==> src/rtl/calc_pkg.sv <==
// calc_pkg: constants shared by the calculator controller and the result
// selector. The state encoding is what the display/result selector decodes
// directly, so the numeric values are part of the board-level interface.
package calc_pkg;

  localparam int OPERAND_W = 7;

  typedef enum logic [2:0] {
    ST_OFF  = 3'd0,
    ST_SOMA = 3'd1,
    ST_SUB  = 3'd2,
    ST_MULT = 3'd3,
    ST_ON   = 3'd4
  } calc_state_e;

  // Unsigned saturation of a switch value to the two-digit display range.
  function automatic logic [OPERAND_W-1:0] clamp_operand(
    input logic [OPERAND_W-1:0] value,
    input logic [OPERAND_W-1:0] max_value
  );
    return (value > max_value) ? max_value : value;
  endfunction

endpackage

==> src/rtl/btn_debounce.sv <==
// btn_debounce: conditions one raw, asynchronous push-button.
//   A 2-flop synchronizer feeds a debouncer that tracks a debounced level.
//   When the synchronized level differs from the debounced level for
//   DEBOUNCE_CYCLES consecutive cycles the debounced level flips; a 0->1 flip
//   produces a single-cycle press pulse (registered). Any glitch back to the
//   debounced level restarts the count, so a held button gives one pulse and
//   a new press first needs a debounced release.
// Ports:
//   clk_i    system clock, rising edge
//   rst_i    asynchronous active-high reset (clears sync, count and pulse)
//   btn_i    raw button level, asynchronous to clk_i
//   press_o  one-cycle press pulse
module btn_debounce #(
  parameter int DEBOUNCE_CYCLES = 16
) (
  input  logic clk_i,
  input  logic rst_i,
  input  logic btn_i,
  output logic press_o
);

  localparam int CNT_W = $clog2(DEBOUNCE_CYCLES + 1);

  logic [1:0]       sync_q;
  logic             level_q, level_d;
  logic [CNT_W-1:0] cnt_q, cnt_d;
  logic             press_q, press_d;

  always_ff @(posedge clk_i or posedge rst_i) begin
    if (rst_i) begin
      sync_q  <= '0;
      level_q <= 1'b0;
      cnt_q   <= '0;
      press_q <= 1'b0;
    end else begin
      sync_q  <= {sync_q[0], btn_i};
      level_q <= level_d;
      cnt_q   <= cnt_d;
      press_q <= press_d;
    end
  end

  // The count only advances while the synchronized level disagrees with the
  // debounced level; the cycle that completes the run flips the level instead
  // of incrementing, so the counter never needs to reach DEBOUNCE_CYCLES.
  always_comb begin
    level_d = level_q;
    cnt_d   = '0;
    press_d = 1'b0;
    if (sync_q[1] != level_q) begin
      if (cnt_q == CNT_W'(DEBOUNCE_CYCLES - 1)) begin
        level_d = sync_q[1];
        press_d = sync_q[1];
      end else begin
        cnt_d = cnt_q + 1'b1;
      end
    end
  end

  assign press_o = press_q;

endmodule

==> src/rtl/calc_controller.sv <==
// calc_controller: sequences the two-operand calculator datapath.
//   Debounces the power/op/load buttons, runs the operating-state FSM,
//   holds the two operands loaded alternately from the switch bank, and
//   forces Off after IDLE_TIMEOUT cycles without a press (0 disables it).
// Ports:
//   clk          system clock, rising edge
//   rst          asynchronous active-high reset
//   btn_power    raw power button, active-high
//   btn_op       raw operation-select button, active-high
//   btn_load     raw operand-load button, active-high
//   sw_value     operand value from the switches
//   estado       operating state (calc_state_e encoding), registered
//   n1, n2       operand registers
//   operand_sel  0: next load targets n1, 1: next load targets n2
//   idle_off     one-cycle pulse when the idle timer forces Off
module calc_controller
  import calc_pkg::*;
#(
  parameter int DEBOUNCE_CYCLES = 16,
  parameter int IDLE_TIMEOUT    = 1024,
  parameter int OPERAND_MAX     = 99
) (
  input  logic                 clk,
  input  logic                 rst,
  input  logic                 btn_power,
  input  logic                 btn_op,
  input  logic                 btn_load,
  input  logic [OPERAND_W-1:0] sw_value,
  output logic [2:0]           estado,
  output logic [OPERAND_W-1:0] n1,
  output logic [OPERAND_W-1:0] n2,
  output logic                 operand_sel,
  output logic                 idle_off
);

  logic pwr_pulse, op_pulse, load_pulse;

  btn_debounce #(.DEBOUNCE_CYCLES(DEBOUNCE_CYCLES)) u_db_power (
    .clk_i   (clk),
    .rst_i   (rst),
    .btn_i   (btn_power),
    .press_o (pwr_pulse)
  );

  btn_debounce #(.DEBOUNCE_CYCLES(DEBOUNCE_CYCLES)) u_db_op (
    .clk_i   (clk),
    .rst_i   (rst),
    .btn_i   (btn_op),
    .press_o (op_pulse)
  );

  btn_debounce #(.DEBOUNCE_CYCLES(DEBOUNCE_CYCLES)) u_db_load (
    .clk_i   (clk),
    .rst_i   (rst),
    .btn_i   (btn_load),
    .press_o (load_pulse)
  );

  calc_state_e          state_q, state_d;
  logic [OPERAND_W-1:0] n1_q, n1_d;
  logic [OPERAND_W-1:0] n2_q, n2_d;
  logic                 sel_q, sel_d;
  logic                 idle_off_q, idle_off_d;
  logic                 accept;
  logic                 idle_hit;
  logic [OPERAND_W-1:0] load_value;

  // op/load are only meaningful once powered; power is always accepted.
  assign accept     = pwr_pulse | ((op_pulse | load_pulse) & (state_q != ST_OFF));
  assign load_value = clamp_operand(sw_value, OPERAND_W'(OPERAND_MAX));

  generate
    if (IDLE_TIMEOUT > 0) begin : g_idle
      localparam int IW = $clog2(IDLE_TIMEOUT + 1);
      logic [IW-1:0] timer_q, timer_d;

      always_ff @(posedge clk or posedge rst) begin
        if (rst) timer_q <= '0;
        else     timer_q <= timer_d;
      end

      always_comb begin
        timer_d = timer_q + 1'b1;
        if ((state_q == ST_OFF) || accept || idle_hit) timer_d = '0;
      end

      assign idle_hit = (state_q != ST_OFF) && (timer_q == IW'(IDLE_TIMEOUT - 1));
    end else begin : g_no_idle
      assign idle_hit = 1'b0;
    end
  endgenerate

  always_ff @(posedge clk or posedge rst) begin
    if (rst) begin
      state_q    <= ST_OFF;
      n1_q       <= '0;
      n2_q       <= '0;
      sel_q      <= 1'b0;
      idle_off_q <= 1'b0;
    end else begin
      state_q    <= state_d;
      n1_q       <= n1_d;
      n2_q       <= n2_d;
      sel_q      <= sel_d;
      idle_off_q <= idle_off_d;
    end
  end

  // Priority per cycle: power over everything; op and load combine; the idle
  // expiry only takes effect when no pulse arrived in the terminal cycle.
  always_comb begin
    state_d    = state_q;
    n1_d       = n1_q;
    n2_d       = n2_q;
    sel_d      = sel_q;
    idle_off_d = 1'b0;
    case (state_q)
      ST_OFF: begin
        if (pwr_pulse) begin
          state_d = ST_ON;
          n1_d    = '0;
          n2_d    = '0;
          sel_d   = 1'b0;
        end
      end
      ST_ON, ST_SOMA, ST_SUB, ST_MULT: begin
        if (pwr_pulse) begin
          state_d = ST_OFF;
        end else if (op_pulse || load_pulse) begin
          if (op_pulse) begin
            case (state_q)
              ST_SOMA: state_d = ST_SUB;
              ST_SUB:  state_d = ST_MULT;
              default: state_d = ST_SOMA;
            endcase
          end
          if (load_pulse) begin
            if (!sel_q) n1_d = load_value;
            else        n2_d = load_value;
            sel_d = ~sel_q;
          end
        end else if (idle_hit) begin
          state_d    = ST_OFF;
          idle_off_d = 1'b1;
        end
      end
      default: state_d = ST_OFF;
    endcase
  end

  assign estado      = state_q;
  assign n1          = n1_q;
  assign n2          = n2_q;
  assign operand_sel = sel_q;
  assign idle_off    = idle_off_q;

endmodule

==> config.mk <==
export PLATFORM = sky130hd
export DESIGN_NAME = calc_controller
export DESIGN_NICKNAME = d
export VERILOG_FILES = /design/src/rtl/calc_pkg.sv /design/src/rtl/btn_debounce.sv /design/src/rtl/calc_controller.sv
export SDC_FILE = /design/constraint.sdc
export NUM_CORES = 1
export LEC_CHECK = 0
export CORE_AREA = 2 2 58 82
export CTS_CLUSTER_DIAMETER = 30
export DETAILED_ROUTE_END_ITERATION = 16
export DIE_AREA = 0 0 60 84
export PLACE_DENSITY = 0.92
export SKIP_LAST_GASP = 1
export SYNTH_ARGS = -nofsm -noshare
export SYNTH_HDL_FRONTEND = slang
export SYNTH_HIERARCHICAL = 1
export SYNTH_SLANG_ARGS = --single-unit
==> constraint.sdc <==
create_clock -name clk -period 2.9 [get_ports clk]
set_input_delay 0.435 -clock clk [delete_from_list [all_inputs] [get_ports clk]]
set_output_delay 0.435 -clock clk [all_outputs]
set_load 0.01 [all_outputs]
# Yosys cells after proc, flatten, opt, wreduce, memory -nomap -nowiden
# Cells that the tools add are included.
dict set report classes {
  div_mod_pow 0
  eq_ne 19
  n_reduce_logical 15
  mul 0
  n_addsub 4
  n_bitwise 4
  shifts 0
  order_cmp 1
  muxes 41
}
# operator count
set op_table {}
lappend op_table {{two-way mux 7 bit} 10}
lappend op_table {{two-way mux 5 bit} 6}
lappend op_table {{one-hot mux 7 bit (2 select lines)} 2}
lappend op_table {{adder 5 x 1 -> 5 bit, second input constant} 3}
lappend op_table {{== test 5 x 4 -> 1 bit, second input constant} 3}
lappend op_table {{two-way mux 3 bit} 5}
lappend op_table {{two-way mux 1 bit} 14}
lappend op_table {{AND reduction 6 bit} 2}
lappend op_table {{adder 11 x 1 -> 11 bit, second input constant} 1}
lappend op_table {{== test 11 x 10 -> 1 bit, second input constant} 1}
lappend op_table {{two-way mux 11 bit} 1}
lappend op_table {{inequality test 2 bit, second input constant} 4}
lappend op_table {{> comparator 7 bit, second input constant} 1}
lappend op_table {{== test 3 x 2 -> 1 bit, second input constant} 2}
lappend op_table {{one-hot mux 3 bit (2 select lines)} 1}
lappend op_table {{AND reduction 2 bit} 3}
lappend op_table {{AND reduction 5 bit} 1}
lappend op_table {{inequality test 2 x 1 -> 1 bit, second input constant} 2}
lappend op_table {{inequality test 4 x 2 -> 1 bit, second input constant} 1}
lappend op_table {{inequality test 4 x 3 -> 1 bit, second input constant} 1}
lappend op_table {{one-hot mux 2 bit (2 select lines)} 1}
lappend op_table {{OR reduction 4 bit} 1}
lappend op_table {{== test 3 x 1 -> 1 bit, second input constant} 1}
lappend op_table {{== test 3 bit, second input constant} 1}
lappend op_table {{11 further kinds} 16}
dict set report totals {
  n_memories 0
  regBits 57
  romBits 0
  out_inout_bits 19
  input_bits 12
  wordCells 102
  latch_bits 0
  ram_bits 0
}

# Depth between registers and ports, before layout
# Gate-level depths: netlist of run 1.
dict set report depth {
  word_depth 7
  mapped_depth 7
  ltp_nobuf 5
}

# Hierarchy
# The synthesis of run 1 kept the hierarchy.
# module seq_area_each_um2 area_each_um2 cells_each instances
set by_module_without_submodules {}
lappend by_module_without_submodules {calc_controller 750.7 1458.9 151 1}
lappend by_module_without_submodules {btn_debounce 225.2 346.6 26 3}

# Least setup slack after synthesis of run 1
# Ideal clock, no wire load.
dict set report synth_path {
  kind {register to register}
  start {register g_idle.timer_q[0]}
  end {register state_q[1] (netlist: estado[1])}
  arrival_ps 1570
  t_required_ps 2778
  path_buffers 0
  setup_time_ps 122
  period_less_slack_ps 1692
  path_stages_with_launch 6
  setup_slack_ps 1208
  cell_sequence {dfrtp_1 ha_1 nand4_2 or4_4 nor2b_4 a32o_1}
}
dict set report synth_between {
  elab_chain_len 4
}
# element line
set synth_rtl {}
lappend synth_rtl {{start, declared} calc_controller.sv:75} ;# logic [IW-1:0] timer_q, timer_d;
lappend synth_rtl {{start signal, assigned} calc_controller.sv:79} ;# else timer_q <= timer_d;
lappend synth_rtl {{== test 11 x 10 -> 1 bit} calc_controller.sv:87} ;# assign idle_hit = (state_q != ST_OFF) && (timer_q == IW'(IDLE_TIMEOUT - 1));
lappend synth_rtl {{logical AND 1 bit} calc_controller.sv:87}
lappend synth_rtl {{inequality test 4 x 3 -> 1 bit (no line)} --}
lappend synth_rtl {{AND reduction 3 bit (no line)} --}
lappend synth_rtl {{end signal, assigned} calc_controller.sv:101} ;# state_q <= state_d;
lappend synth_rtl {{end, declared} calc_controller.sv:59} ;# calc_state_e state_q, state_d;
# Every way passes these cells.
# A chain may end at the register's enable or synchronous reset.

# Final worst setup path of run 1
dict set report layout_path {
  start {register state_q[0] (netlist: estado[0])}
  end {register n1_q[1] (netlist: n1[1])}
}
dict set report layout_between {
  elab_chain_len 4
  word_cells_on_any_way 14
  classes_between {9 x eq/ne; 1 x mux; 4 x reduce/logical}
}
# element line
set layout_rtl {}
lappend layout_rtl {{== test 3 bit (tied with other cells)} calc_controller.sv:117} ;# case (state_q)
lappend layout_rtl {{OR reduction 4 bit} calc_controller.sv:117}
lappend layout_rtl {{inequality test 2 x 1 -> 1 bit (no line) (tied with other cells)} --}
lappend layout_rtl {{AND reduction 6 bit (no line)} --}
lappend layout_rtl {{end signal, assigned} calc_controller.sv:102} ;# n1_q <= n1_d;
lappend layout_rtl {{end, declared} calc_controller.sv:60} ;# logic [OPERAND_W-1:0] n1_q, n1_d;
# Parallel ways exist; a longest one is shown, timed or not.

==> impl_metrics.prom, run 1 <==
# TYPE chip_impl_metric gauge
chip_impl_metric{name="period_share",unit=""} 0.6909
chip_impl_metric{name="combined_area_of_the_multi_input_logic_cells",unit="µm²"} 984.7
chip_impl_metric{name="vdd_ir_drop_max",unit="V"} 0.0004359
chip_impl_metric{name="yosys.area_share.simple",unit=""} 0.2178
chip_impl_metric{name="synthesis.nets",unit=""} 245
chip_impl_metric{name="maximum_number_of_pins_on_one_net_before_global_route_repair",unit=""} 31
chip_impl_metric{name="antenna_found_initial",unit=""} 0
chip_impl_info{name="synth_top_flop_cell",value="sky130_fd_sc_hd__dfrtp_1"} 1
chip_impl_metric{name="fin_tns_setup",unit="ns"} 0
chip_impl_metric{name="required_arrival_time_at_the_worst_endpoint",unit="ns"} 3.15
chip_impl_metric{name="dp_hpwl",unit="µm"} 3256
chip_impl_metric{name="synth_async_sr_flop_share",unit=""} 1.000
chip_impl_metric{name="cts.sink_count",unit=""} 57
chip_impl_info{name="largest_family_of_logic_cells_by_synthesized_area",value="simple AND/OR/NAND/NOR gates"} 1
chip_impl_metric{name="drt_first_pass_iters",unit=""} 4
chip_impl_metric{name="num_io_pins",unit=""} 31
chip_impl_info{name="layout.cells.most_common_list",value="sky130_fd_sc_hd__dfrtp_1 (57), sky130_fd_sc_hd__clkdlybuf4s50_1 (30), sky130_fd_sc_hd__nand2_1 (24), sky130_fd_sc_hd__nor2_1 (24)"} 1
chip_impl_metric{name="cts_max_path_buffers",unit=""} 2
chip_impl_metric{name="insertedDiodeCount",unit=""} 0
chip_impl_metric{name="post-place-ws",unit="ns"} 1.013
chip_impl_info{name="class_of_the_tightest_hold_or_removal_check",value="flip-flop to flip-flop"} 1
chip_impl_info{name="critical_path_launch_point_type",value="flip-flop"} 1
chip_impl_metric{name="dr.first_iter.drc_count",unit=""} 131
chip_impl_metric{name="clock-skew-final",unit="ns"} 0.01132
chip_impl_metric{name="fp.coreArea",unit="µm²"} 4390
chip_impl_info{name="worst-setup-path-type",value="flip-flop to flip-flop"} 1
chip_impl_metric{name="fmaxAchievable",unit="MHz"} 499.1
chip_impl_metric{name="power.density_cell_area",unit="nW/µm²"} 511.4
chip_impl_metric{name="synth_edf_count",unit=""} 0
chip_impl_metric{name="antenna_violating_nets_post_route",unit=""} 0
chip_impl_metric{name="synth.mux.area_fraction",unit=""} 0.02153
chip_impl_info{name="final_common_cell",value="sky130_fd_sc_hd__dfrtp_1"} 1
chip_impl_metric{name="number_of_fill_cells",unit=""} 320
chip_impl_metric{name="final_layout_size_suffix_gt1_frac",unit=""} 0.1296
chip_impl_metric{name="cts_setup_buffers",unit=""} 0
chip_impl_metric{name="sequential_group_share_of_total_power",unit=""} 0.531
chip_impl_metric{name="cap_viol_max_count",unit=""} 0
chip_impl_metric{name="seqCellArea",unit="µm²"} 1426
chip_impl_metric{name="postCtsResizedCells",unit=""} 0
chip_impl_info{name="cts_tree",value="yes"} 1
chip_impl_metric{name="cts_hold_buffers_added",unit=""} 0
chip_impl_metric{name="die_y",unit="µm"} 84
chip_impl_metric{name="synth_fa_ha_area_frac",unit=""} 0.02003
chip_impl_metric{name="worstHoldPathCells",unit=""} 0
chip_impl_metric{name="power_report.internal_total",unit="µW"} 1192
chip_impl_metric{name="place_congestion",unit=""} 0.8216
chip_impl_metric{name="floorplan.initialDensity",unit=""} 0.5691
chip_impl_metric{name="worstMarginPinSlew",unit="ns"} 0.9345
chip_impl_metric{name="grt_first_pass_wirelength",unit="µm"} 7686
chip_impl_metric{name="routed_wire_length_per_instance",unit="µm"} 13.57
chip_impl_metric{name="timing.critical_path.arrival",unit="ns"} 2.25
chip_impl_metric{name="global_route.overflow_total",unit=""} 0
chip_impl_metric{name="netSwitchingFraction",unit=""} 0.2286
chip_impl_metric{name="synth_sequential_area_ratio",unit=""} 0.5709
chip_impl_metric{name="synth_xor_area_frac",unit=""} 0.05959
chip_impl_metric{name="ys_seq_elements",unit=""} 57
chip_impl_metric{name="worstSkewPairLatency",unit="ns"} 0.34
chip_impl_metric{name="max_slew_margin",unit=""} 0.3754
chip_impl_metric{name="fp.dieW",unit="µm"} 60
chip_impl_metric{name="pwr-share-comb",unit=""} 0.040
chip_impl_metric{name="synth-compound-area-share",unit=""} 0.07511
chip_impl_metric{name="die-area",unit="µm²"} 5040
chip_impl_metric{name="clock_tree.htree_level_count",unit=""} 3
chip_impl_metric{name="vias_in_the_first_global_route",unit=""} 1774
chip_impl_metric{name="mappedNetlistArea",unit="µm²"} 2499
chip_impl_metric{name="number_of_placement_rows",unit=""} 29
chip_impl_metric{name="netSwitchingPower",unit="µW"} 353.2
chip_impl_metric{name="timing.final.setup_violations",unit=""} 0
chip_impl_metric{name="drcViolationCount",unit=""} 0
chip_impl_metric{name="via_count",unit=""} 1805
chip_impl_metric{name="area_grow_syn2layout",unit="%"} 20.88
chip_impl_metric{name="routed_wl",unit="µm"} 4505
chip_impl_metric{name="nets",unit=""} 281
chip_impl_metric{name="detail_route.vias_per_cell",unit=""} 5.437
chip_impl_metric{name="total_cts_buffers",unit=""} 9
chip_impl_metric{name="numPortBuffers",unit=""} 30
chip_impl_metric{name="clk_transition_reported_paths",unit="ns"} 0.06
chip_impl_metric{name="total_global_routing_track_utilization",unit=""} 0.2076
chip_impl_info{name="timing.critical_path.to_type",value="flip-flop"} 1
chip_impl_metric{name="worst_slack",unit="ns"} 0.8964
chip_impl_metric{name="finalMaxSlewViolations",unit=""} 0
chip_impl_metric{name="yosys.cell_types.count",unit=""} 43
chip_impl_metric{name="power.clock.fraction",unit=""} 0.429
chip_impl_metric{name="synth_instances",unit=""} 229
chip_impl_metric{name="synth_warn",unit=""} 6
chip_impl_info{name="ctsRootBufferMaster",value="sky130_fd_sc_hd__clkbuf_8"} 1
chip_impl_metric{name="synthesis.area_per_instance",unit="µm²"} 10.91
chip_impl_metric{name="timing.reg2reg.worst_path_depth",unit=""} 4
chip_impl_metric{name="hold_viol_final",unit=""} 0
chip_impl_metric{name="final_core_utilization",unit=""} 0.6879
chip_impl_info{name="rsz0062_at_grt",value="false"} 1
chip_impl_metric{name="final.min_clock_period",unit="ns"} 2.004
chip_impl_metric{name="power_leakage",unit="µW"} 0.001370
chip_impl_metric{name="cp_max_fo",unit=""} 13
chip_impl_info{name="outcome",value="completed"} 1
-- final cells by class --
cell class | count | share of cell area
Sequential cell | 57 | 0.4722
Multi-Input combinational cell | 155 | 0.3260
Timing Repair Buffer | 31 | 0.1019
Clock buffer | 12 | 0.05137
Tap cell | 62 | 0.02568
Inverter | 11 | 0.01367
Clock inverter | 4 | 0.009113
-- metal layers --
| layer | part of all wire | up-vias | track usage |
|---|---|---|---|
| met5 | 0 | - | 0 |
| met4 | 0.038 | 0 | 0.1455 |
| met3 | 0.042 | 16 | 0.04341 |
| met2 | 0.50 | 65 | 0.3320 |
| met1 | 0.41 | 871 | 0.2371 |
| li1 | - | 853 | - |
-- metrics by stage --
step                      std cells  total power [µW]  hold WS, ns  area [µm²]
after detailed placement        316             897.2       0.3370        2838
final                           332              1545       0.3502        3020
after global routing            332              1609       0.3633        3020
after floorplan                 229             868.0       0.2629        2499
after global placement          316             894.7       0.3359        2838
after CTS                       332              1562       0.3534        3020
-- power by group through the flow --
stage	clock [µW]	combinational [µW]	sequential (µW)
3_5_place_dp	0	62.4	835
5_1_grt	717	70.9	822
4_1_cts	679	62.8	820
3_3_place_gp	0	60.9	834
6_report	662	61.8	820
2_1_floorplan	0	35.4	833
-- critical path, stage by stage (launching register included) --
cell and delay, ns:
sky130_fd_sc_hd__dfrtp_1 0.53, sky130_fd_sc_hd__nor3_1 0.17, sky130_fd_sc_hd__nor4b_2 0.83, sky130_fd_sc_hd__o21ai_0 0.24, sky130_fd_sc_hd__o21ai_0 0.15
-- registers in the layout, summed over array words and instances, names as in the netlist, 2 cells and up --
register	count
g_idle.timer_q	11
u_db_load/sync_q	2
u_db_op/cnt_q	5
u_db_power/cnt_q	5
n2	7
u_db_power/sync_q	2
u_db_op/sync_q	2
n1	7
estado	3
u_db_load/cnt_q	5
-- cells in the mapped netlist (2+ instances only) --
cell | instances | area [µm²]
sky130_fd_sc_hd__mux2_1 | 3 | 33.78
sky130_fd_sc_hd__and4_1 | 3 | 26.28
sky130_fd_sc_hd__nor2_1 | 24 | 90.09
sky130_fd_sc_hd__buf_6 | 2 | 22.52
sky130_fd_sc_hd__nor2_2 | 3 | 18.77
sky130_fd_sc_hd__inv_1 | 11 | 41.29
sky130_fd_sc_hd__nand3_2 | 3 | 30.03
sky130_fd_sc_hd__o21ai_0 | 13 | 65.06
sky130_fd_sc_hd__a21oi_1 | 2 | 10.01
sky130_fd_sc_hd__o21ai_2 | 3 | 26.28
sky130_fd_sc_hd__xor2_1 | 13 | 113.9
sky130_fd_sc_hd__nand4_1 | 3 | 18.77
sky130_fd_sc_hd__and3_2 | 3 | 22.52
sky130_fd_sc_hd__and2_1 | 3 | 18.77
sky130_fd_sc_hd__nor4b_1 | 4 | 35.03
sky130_fd_sc_hd__o21ai_1 | 6 | 30.03
sky130_fd_sc_hd__ha_1 | 4 | 50.05
sky130_fd_sc_hd__nand2_1 | 24 | 90.09
sky130_fd_sc_hd__nor2b_1 | 3 | 18.77
sky130_fd_sc_hd__nand3_1 | 13 | 65.06
sky130_fd_sc_hd__dfrtp_1 | 57 | 1426
sky130_fd_sc_hd__buf_4 | 2 | 15.01
sky130_fd_sc_hd__nor3_1 | 3 | 15.01
sky130_fd_sc_hd__mux2i_1 | 2 | 20.02
sky130_fd_sc_hd__xnor2_1 | 4 | 35.03
-- final timing paths --
kind	from	slack (ns)	to
worst max-delay path	estado[0]$_DFFE_PP0P_	0.90	n1[1]$_DFFE_PP0P_
worst min-delay path	u_db_op/sync_q[0]$_DFF_PP0_	0.35	u_db_op/sync_q[1]$_DFF_PP0_
worst max register to register	estado[0]$_DFFE_PP0P_	0.90	n1[1]$_DFFE_PP0P_
worst min register to register	u_db_op/sync_q[0]$_DFF_PP0_	0.35	u_db_op/sync_q[1]$_DFF_PP0_
max in group asynchronous	rst	2.05	n1[5]$_DFFE_PP0P_
min in group asynchronous	rst	0.45	u_db_power/cnt_q[4]$_DFF_PP0_
-- logic make-up after synthesis --
kind of cell,count (synthesis)
buffers and inverters,17
AND/OR/NAND/NOR,98
flip-flops,57
AO/OA/AOI/OAI,31
adder cells (fa/ha/maj),4
multiplexers,5
XOR/XNOR,17
No activity file was read; power rests on OpenSTA's default activity.
==> run 2, diff against run 1 <==
CORE_AREA = 2 2 60 85   (was 2 2 58 82)
DIE_AREA = 0 0 62 87   (was 0 0 60 84)
PLACE_DENSITY = 0.87   (was 0.92)
clock period = 2 ns   (was 2.9 ns; I/O delays follow)
==> run 2 against run 1 <==
  * Critical path depth rose by 1
  * Count of clock-buffer cells in the layout fell by 2
  * Power rose by 49%
  * Setup slack got worse by 0.76 ns
  * First-iteration DRC count rose by 15%
  * Global-route usage fell by 0.66 points
  * Combinational power rose by 46%
  * Critical path type unchanged
==> impl_metrics.prom, run 2 (synthesis results as in run 1) <==
# TYPE chip_impl_metric gauge
chip_impl_metric{name="power_report.internal_total",unit="µW"} 1782
chip_impl_metric{name="number_of_fill_cells",unit=""} 362
chip_impl_metric{name="sequential_group_share_of_total_power",unit=""} 0.518
chip_impl_metric{name="cts_max_path_buffers",unit=""} 2
chip_impl_info{name="ctsRootBufferMaster",value="sky130_fd_sc_hd__clkbuf_8"} 1
chip_impl_metric{name="num_io_pins",unit=""} 31
chip_impl_info{name="timing.critical_path.to_type",value="flip-flop"} 1
chip_impl_metric{name="via_count",unit=""} 1778
chip_impl_metric{name="detail_route.vias_per_cell",unit=""} 5.260
chip_impl_metric{name="clk_transition_reported_paths",unit="ns"} 0.07
chip_impl_metric{name="timing.final.setup_violations",unit=""} 0
chip_impl_metric{name="worstMarginPinSlew",unit="ns"} 0.6020
chip_impl_metric{name="path_buf_inv",unit=""} 0
chip_impl_info{name="final_common_cell",value="sky130_fd_sc_hd__dfrtp_1"} 1
chip_impl_metric{name="fp.coreArea",unit="µm²"} 4692
chip_impl_metric{name="hold_viol_final",unit=""} 0
chip_impl_metric{name="period_share",unit=""} 0.9323
chip_impl_metric{name="final_core_utilization",unit=""} 0.6544
chip_impl_metric{name="cts_setup_buffers",unit=""} 0
chip_impl_metric{name="final_layout_size_suffix_gt1_frac",unit=""} 0.1460
chip_impl_metric{name="total_cts_buffers",unit=""} 9
chip_impl_metric{name="drcViolationCount",unit=""} 0
chip_impl_metric{name="cp_max_fo",unit=""} 4
chip_impl_metric{name="routed_wl",unit="µm"} 4569
chip_impl_metric{name="post-place-ws",unit="ns"} 0.04872
chip_impl_metric{name="required_arrival_time_at_the_worst_endpoint",unit="ns"} 2.22
chip_impl_metric{name="netSwitchingFraction",unit=""} 0.2240
chip_impl_metric{name="number_of_placement_rows",unit=""} 30
chip_impl_info{name="rsz0062_at_grt",value="false"} 1
chip_impl_info{name="critical_path.startpoint",value="g_idle.timer_q[0]$_DFF_PP0_"} 1
chip_impl_info{name="critical_path.slowest_cell",value="sky130_fd_sc_hd__or4_4"} 1
chip_impl_metric{name="total_global_routing_track_utilization",unit=""} 0.2010
chip_impl_metric{name="worstSkewPairLatency",unit="ns"} 0.33
chip_impl_metric{name="max_slew_margin",unit=""} 0.5969
chip_impl_metric{name="cts.sink_count",unit=""} 57
chip_impl_metric{name="stdcell_count",unit=""} 338
chip_impl_metric{name="reg2reg_slack",unit="ns"} 0.14
chip_impl_metric{name="fp.dieW",unit="µm"} 62
chip_impl_metric{name="cap_viol_max_count",unit=""} 0
chip_impl_info{name="setup.worst_path.end",value="estado[1]$_DFFE_PP0P_"} 1
chip_impl_metric{name="netSwitchingPower",unit="µW"} 514.2
chip_impl_metric{name="dp_hpwl",unit="µm"} 3362
chip_impl_metric{name="timing.critical_path.arrival",unit="ns"} 2.08
chip_impl_metric{name="floorplan.initialDensity",unit=""} 0.5325
chip_impl_metric{name="power.density_cell_area",unit="nW/µm²"} 747.7
chip_impl_info{name="critical_path_launch_point_type",value="flip-flop"} 1
chip_impl_metric{name="drt_first_pass_iters",unit=""} 4
chip_impl_metric{name="nets",unit=""} 285
chip_impl_metric{name="pwr-share-comb",unit=""} 0.039
chip_impl_metric{name="area_grow_syn2layout",unit="%"} 22.88
chip_impl_metric{name="antenna_violating_nets_post_route",unit=""} 0
chip_impl_metric{name="insertedDiodeCount",unit=""} 0
chip_impl_info{name="worstPathCellList",value="ha_1, nand4_2, or4_4, nor2b_4, a32o_1"} 1
chip_impl_info{name="outcome",value="completed"} 1
chip_impl_metric{name="post-place-cells",unit=""} 322
chip_impl_metric{name="fmaxAchievable",unit="MHz"} 536.3
chip_impl_info{name="timing.critical_path.max_delay_family",value="simple AND/OR/NAND/NOR gates"} 1
chip_impl_metric{name="timing.reg2reg.worst_path_depth",unit=""} 5
chip_impl_metric{name="numPortBuffers",unit=""} 30
chip_impl_metric{name="critical_path.max_stage_delay",unit="ns"} 0.58
chip_impl_metric{name="vdd_ir_drop_max",unit="V"} 0.0005988
chip_impl_metric{name="grt_first_pass_wirelength",unit="µm"} 7838
chip_impl_metric{name="antenna_found_initial",unit=""} 0
chip_impl_metric{name="worst_slack",unit="ns"} 0.1354
chip_impl_metric{name="clock-skew-final",unit="ns"} 0.008534
chip_impl_metric{name="global_route.overflow_total",unit=""} 0
chip_impl_info{name="timing.rr.start",value="g_idle.timer_q[0]$_DFF_PP0_"} 1
chip_impl_info{name="reg2reg_to",value="estado[1]$_DFFE_PP0P_"} 1
chip_impl_metric{name="routed_wire_length_per_instance",unit="µm"} 13.52
chip_impl_metric{name="place_congestion",unit=""} 0.7644
chip_impl_metric{name="number_of_flip_flops_in_the_largest_register",unit=""} 11
chip_impl_metric{name="finalMaxSlewViolations",unit=""} 0
chip_impl_info{name="worst-setup-path-type",value="flip-flop to flip-flop"} 1
chip_impl_info{name="layout.cells.most_common_list",value="sky130_fd_sc_hd__dfrtp_1 (57), sky130_fd_sc_hd__clkdlybuf4s50_1 (30), sky130_fd_sc_hd__nand2_1 (24), sky130_fd_sc_hd__nor2_1 (24)"} 1
chip_impl_metric{name="clock_tree.htree_level_count",unit=""} 3
chip_impl_metric{name="final.min_clock_period",unit="ns"} 1.865
chip_impl_info{name="class_of_the_tightest_hold_or_removal_check",value="input port to async pin"} 1
chip_impl_info{name="largest-register",value="g_idle.timer_q"} 1
chip_impl_metric{name="die_y",unit="µm"} 87
chip_impl_metric{name="power_leakage",unit="µW"} 0.001404
chip_impl_metric{name="fin_tns_setup",unit="ns"} 0
chip_impl_metric{name="vias_in_the_first_global_route",unit=""} 1806
chip_impl_metric{name="die-area",unit="µm²"} 5394
chip_impl_info{name="cts_tree",value="yes"} 1
chip_impl_metric{name="cp.depth",unit=""} 5
chip_impl_metric{name="power.clock.fraction",unit=""} 0.443
chip_impl_metric{name="maximum_number_of_pins_on_one_net_before_global_route_repair",unit=""} 31
chip_impl_metric{name="dr.first_iter.drc_count",unit=""} 150
## run 2: cell count changes in the layout (fill, tap and decap cells not counted), sizes merged
cell      previous run  this run
clkinvlp             3         0
buf                  1         5
bufinv               0         1
clkbuf              12        10
clkinv               1         5
## run 2: cell type report
class	count	area (µm²)	share of cell area
clock buffer	10	127.6	0.04156
clock inverter	6	58.81	0.01915
inverter	11	41.29	0.01345
multi-input combinational	155	998.5	0.3252
sequential	57	1426	0.4645
tap	64	80.08	0.02608
timing repair buffer	35	337.8	0.1100
## run 2: worst min-delay path by stage
stage | startpoint | endpoint | slack [ns]
after floorplan | rst | u_db_load/cnt_q[0]$_DFF_PP0_ | 0.13
after global placement | u_db_load/sync_q[0]$_DFF_PP0_ | u_db_load/sync_q[1]$_DFF_PP0_ | 0.33
after detailed placement | u_db_load/sync_q[0]$_DFF_PP0_ | u_db_load/sync_q[1]$_DFF_PP0_ | 0.33
after CTS | rst | u_db_op/cnt_q[2]$_DFF_PP0_ | 0.31
after global routing | u_db_power/sync_q[0]$_DFF_PP0_ | u_db_power/sync_q[1]$_DFF_PP0_ | 0.35
final | rst | u_db_load/cnt_q[4]$_DFF_PP0_ | 0.31
## run 2: per-layer routing
layer | vias up | GRT usage | routed length [µm]
li1 | 858 | - | -
met1 | 862 | 0.2165 | 1807
met4 | 0 | 0.1296 | 119
met2 | 48 | 0.3324 | 2447
met5 | - | 0 | 0
met3 | 10 | 0.05349 | 195
## run 2: worst reg2reg max path: stages, from the launching register on
cell	delay, ns
sky130_fd_sc_hd__dfrtp_1	0.39
sky130_fd_sc_hd__ha_1	0.25
sky130_fd_sc_hd__nand4_2	0.17
sky130_fd_sc_hd__or4_4	0.58
sky130_fd_sc_hd__nor2b_4	0.16
sky130_fd_sc_hd__a32o_1	0.20
## run 2: through the flow
stage	power [µW]	hold slack (ns)	cell area, µm²
finish	2296	0.3131	3070
CTS	2324	0.3078	3057
detailed placement	1302	0.3347	2870
floorplan	1259	0.1279	2499
global placement	1298	0.3320	2870
global route	2384	0.3455	3070
## run 2: power groups by stage
stage                     clock network (µW)  registers [µW]  logic [µW]
after global placement                     0            1210        89.2
final                                   1020            1190        90.2
after floorplan                            0            1210        51.3
after CTS                               1040            1190        92.9
after detailed placement                   0            1210        92.1
after global routing                    1090            1190         106
## run 2: timing repair
action,in CTS,in global routing
hold buffers,0,0
resized for setup,0,2
setup endpoints to repair,0,14
==> run 3, diff against run 2 <==
CORE_AREA = 8 8 66 91   (was 2 2 60 85)
DIE_AREA = 0 0 74 99   (was 0 0 62 87)
==> run 3 against run 2 <==
  * Clock power hardly changed
  * Via count rose by 0.51%
  * Global-route usage fell by 5.0 points
  * Non-clock buffer count unchanged
  * Register-to-register slack about the same
  * Critical path depth unchanged
  * Sequential share of layout area is the same
  * Wire length is 8.1% higher
  * First-iteration DRC count shrank 51%
  * Fmax decreased by 0.21%
  * Clock skew is 0.0019 ns lower
  * Sequential cell count did not move
==> impl_metrics.prom, run 3 (synthesis results as in run 1) <==
# TYPE chip_impl_metric gauge
chip_impl_info{name="outcome",value="completed"} 1
chip_impl_metric{name="vias_in_the_first_global_route",unit=""} 1856
chip_impl_metric{name="routed_wl",unit="µm"} 4938
chip_impl_info{name="rsz0062_at_grt",value="false"} 1
chip_impl_metric{name="period_share",unit=""} 0.9343
chip_impl_metric{name="timing.reg2reg.worst_path_depth",unit=""} 5
chip_impl_metric{name="use_met3",unit=""} 0.05285
chip_impl_metric{name="detail_route.vias_per_cell",unit=""} 5.287
chip_impl_info{name="reg2reg_to",value="g_idle.timer_q[0]$_DFF_PP0_"} 1
chip_impl_metric{name="timing.critical_path.arrival",unit="ns"} 2.08
chip_impl_metric{name="met2_usage",unit=""} 0.2493
chip_impl_metric{name="cts.sink_count",unit=""} 57
chip_impl_metric{name="timing.final.setup_violations",unit=""} 0
chip_impl_metric{name="antenna_violating_nets_post_route",unit=""} 0
chip_impl_metric{name="num_io_pins",unit=""} 31
chip_impl_metric{name="fin_tns_setup",unit="ns"} 0
chip_impl_metric{name="worst_slack",unit="ns"} 0.1314
chip_impl_metric{name="die_y",unit="µm"} 99
chip_impl_metric{name="antenna_found_initial",unit=""} 0
chip_impl_metric{name="fp.dieW",unit="µm"} 74
chip_impl_metric{name="stdcell_count",unit=""} 338
chip_impl_metric{name="final.min_clock_period",unit="ns"} 1.869
chip_impl_metric{name="insertedDiodeCount",unit=""} 0
chip_impl_info{name="timing.rr.start",value="g_idle.timer_q[0]$_DFF_PP0_"} 1
chip_impl_metric{name="vdd_ir_drop_max",unit="V"} 0.0004847
chip_impl_metric{name="post-place-ws",unit="ns"} 0.1149
chip_impl_info{name="ctsRootBufferMaster",value="sky130_fd_sc_hd__clkbuf_8"} 1
chip_impl_metric{name="dp_hpwl",unit="µm"} 3639
chip_impl_info{name="gr-max-usage-layer",value="met2"} 1
chip_impl_metric{name="area_grow_syn2layout",unit="%"} 22.88
chip_impl_metric{name="clk_transition_reported_paths",unit="ns"} 0.06
chip_impl_info{name="layout.cells.most_common_list",value="sky130_fd_sc_hd__dfrtp_1 (57), sky130_fd_sc_hd__clkdlybuf4s50_1 (30), sky130_fd_sc_hd__nor2_1 (24)"} 1
chip_impl_metric{name="power.density_cell_area",unit="nW/µm²"} 753.3
chip_impl_metric{name="grt_first_pass_wirelength",unit="µm"} 8349
chip_impl_metric{name="fmaxAchievable",unit="MHz"} 535.2
chip_impl_metric{name="final_layout_size_suffix_gt1_frac",unit=""} 0.1387
chip_impl_metric{name="cts_hold_buffers_added",unit=""} 0
chip_impl_metric{name="met1_routing_resource_usage_after_global_routing",unit=""} 0.1569
chip_impl_metric{name="total_global_routing_track_utilization",unit=""} 0.1507
chip_impl_metric{name="hold_viol_final",unit=""} 0
chip_impl_metric{name="clock-skew-final",unit="ns"} 0.006643
chip_impl_info{name="worst-setup-path-type",value="flip-flop to flip-flop"} 1
chip_impl_metric{name="finalMaxSlewViolations",unit=""} 0
chip_impl_metric{name="power_leakage",unit="µW"} 0.001404
chip_impl_metric{name="cts_max_path_buffers",unit=""} 2
chip_impl_metric{name="numPortBuffers",unit=""} 30
chip_impl_metric{name="fp.coreArea",unit="µm²"} 4692
chip_impl_metric{name="cap_viol_max_count",unit=""} 0
chip_impl_metric{name="number_of_flip_flops_in_the_largest_register",unit=""} 11
chip_impl_metric{name="reg2reg_slack",unit="ns"} 0.13
chip_impl_metric{name="dr.first_iter.drc_count",unit=""} 74
chip_impl_metric{name="die-area",unit="µm²"} 7326
chip_impl_metric{name="global_route.overflow_total",unit=""} 0
chip_impl_metric{name="maximum_number_of_pins_on_one_net_before_global_route_repair",unit=""} 31
chip_impl_metric{name="cts_setup_buffers",unit=""} 0
chip_impl_info{name="class_of_the_tightest_hold_or_removal_check",value="input port to async pin"} 1
chip_impl_metric{name="worstSkewPairLatency",unit="ns"} 0.34
chip_impl_metric{name="number_of_placement_rows",unit=""} 30
chip_impl_metric{name="nets",unit=""} 285
chip_impl_metric{name="place_congestion",unit=""} 0.7965
chip_impl_metric{name="routed_wire_length_per_instance",unit="µm"} 14.61
chip_impl_metric{name="required_arrival_time_at_the_worst_endpoint",unit="ns"} 2.21
chip_impl_metric{name="post-place-cells",unit=""} 322
chip_impl_metric{name="total_cts_buffers",unit=""} 9
chip_impl_metric{name="via_count",unit=""} 1787
chip_impl_metric{name="max_slew_margin",unit=""} 0.5800
chip_impl_metric{name="worstMarginPinSlew",unit="ns"} 0.6252
chip_impl_metric{name="cp_max_fo",unit=""} 8
chip_impl_metric{name="drt_first_pass_iters",unit=""} 4
chip_impl_info{name="critical_path_launch_point_type",value="flip-flop"} 1
chip_impl_metric{name="clock_tree.htree_level_count",unit=""} 3
chip_impl_metric{name="drcViolationCount",unit=""} 0
chip_impl_info{name="final_common_cell",value="sky130_fd_sc_hd__dfrtp_1"} 1
chip_impl_metric{name="floorplan.initialDensity",unit=""} 0.5325
chip_impl_info{name="timing.critical_path.to_type",value="flip-flop"} 1
chip_impl_info{name="largest-register",value="g_idle.timer_q"} 1
chip_impl_info{name="cts_tree",value="yes"} 1
## run 3: changes by cell type in the layout (fill, tap and decap cells not counted)
cell                       change
sky130_fd_sc_hd__clkbuf_1      +2
sky130_fd_sc_hd__clkinv_2      -2
sky130_fd_sc_hd__clkbuf_8      +1
sky130_fd_sc_hd__clkinv_4      -1
sky130_fd_sc_hd__nand2_1       -1
sky130_fd_sc_hd__nand2_2       +1
sky130_fd_sc_hd__nand3_1       +1
sky130_fd_sc_hd__nand3_2       -1
## run 3: report_power, final
part | leakage, µW | switching [µW] | total [µW] | internal (µW)
sequential | 0.000702 | 14.8 | 1190 | 1170
clock | 0.0000974 | 425 | 1030 | 606
combinational | 0.000605 | 53.0 | 92.6 | 39.6
total | 0.00140 | 493 | 2310 | 1820
## run 3: per-stage QoR
step                total power (µW)  utilization  hold WS [ns]  instance area, µm²
finish                          2313       0.6544        0.3398                3070
global route                    2394       0.6544        0.3614                3070
CTS                             2343       0.6520        0.3384                3059
detailed placement              1305       0.6117        0.3358                2870
global placement                1298       0.6117        0.3321                2870
floorplan                       1259            -        0.1279                2499
## run 3: area by class of cell
cell class              count  area (µm²)
repair buffers             35       337.8
clock buffers              13       148.9
multi-input cells         155       996.0
inverters                  11       41.29
well taps                  64       80.08
fillers                   366        1622
flip-flops and latches     57        1426
clock inverters             3       40.04
## run 3: worst max-delay path: stages, from the launching register on
cell                      delay [ns]
sky130_fd_sc_hd__dfrtp_1        0.40
sky130_fd_sc_hd__ha_1           0.24
sky130_fd_sc_hd__nand4_2        0.17
sky130_fd_sc_hd__or4_4          0.57
sky130_fd_sc_hd__nand3_1        0.29
sky130_fd_sc_hd__nor2_1         0.08
## run 3: worst max-delay path by stage
stage / endpoint / start / slack (ns)
finish: g_idle.timer_q[0]$_DFF_PP0_ / g_idle.timer_q[0]$_DFF_PP0_ / 0.13
global route: g_idle.timer_q[9]$_DFF_PP0_ / estado[1]$_DFFE_PP0P_ / 0.007
CTS: n1[1]$_DFFE_PP0P_ / estado[1]$_DFFE_PP0P_ / 0.09
detailed placement: n1[6]$_DFFE_PP0P_ / estado[1]$_DFFE_PP0P_ / 0.11
global placement: g_idle.timer_q[2]$_DFF_PP0_ / g_idle.timer_q[0]$_DFF_PP0_ / 0.17
floorplan: estado[1]$_DFFE_PP0P_ / g_idle.timer_q[0]$_DFF_PP0_ / 0.31
## run 3: metal layers
| layer | vias to the layer above | wire length (µm) |
|---|---|---|
| li1 | 863 | - |
| met3 | 14 | 268 |
| met5 | - | 0 |
| met4 | 0 | 133 |
| met2 | 53 | 2527 |
| met1 | 857 | 2008 |
## run 3: repair_timing
item	in CTS	in global routing
gates resized for setup	0	2
setup endpoints to repair	0	7
hold endpoints to repair	0	0
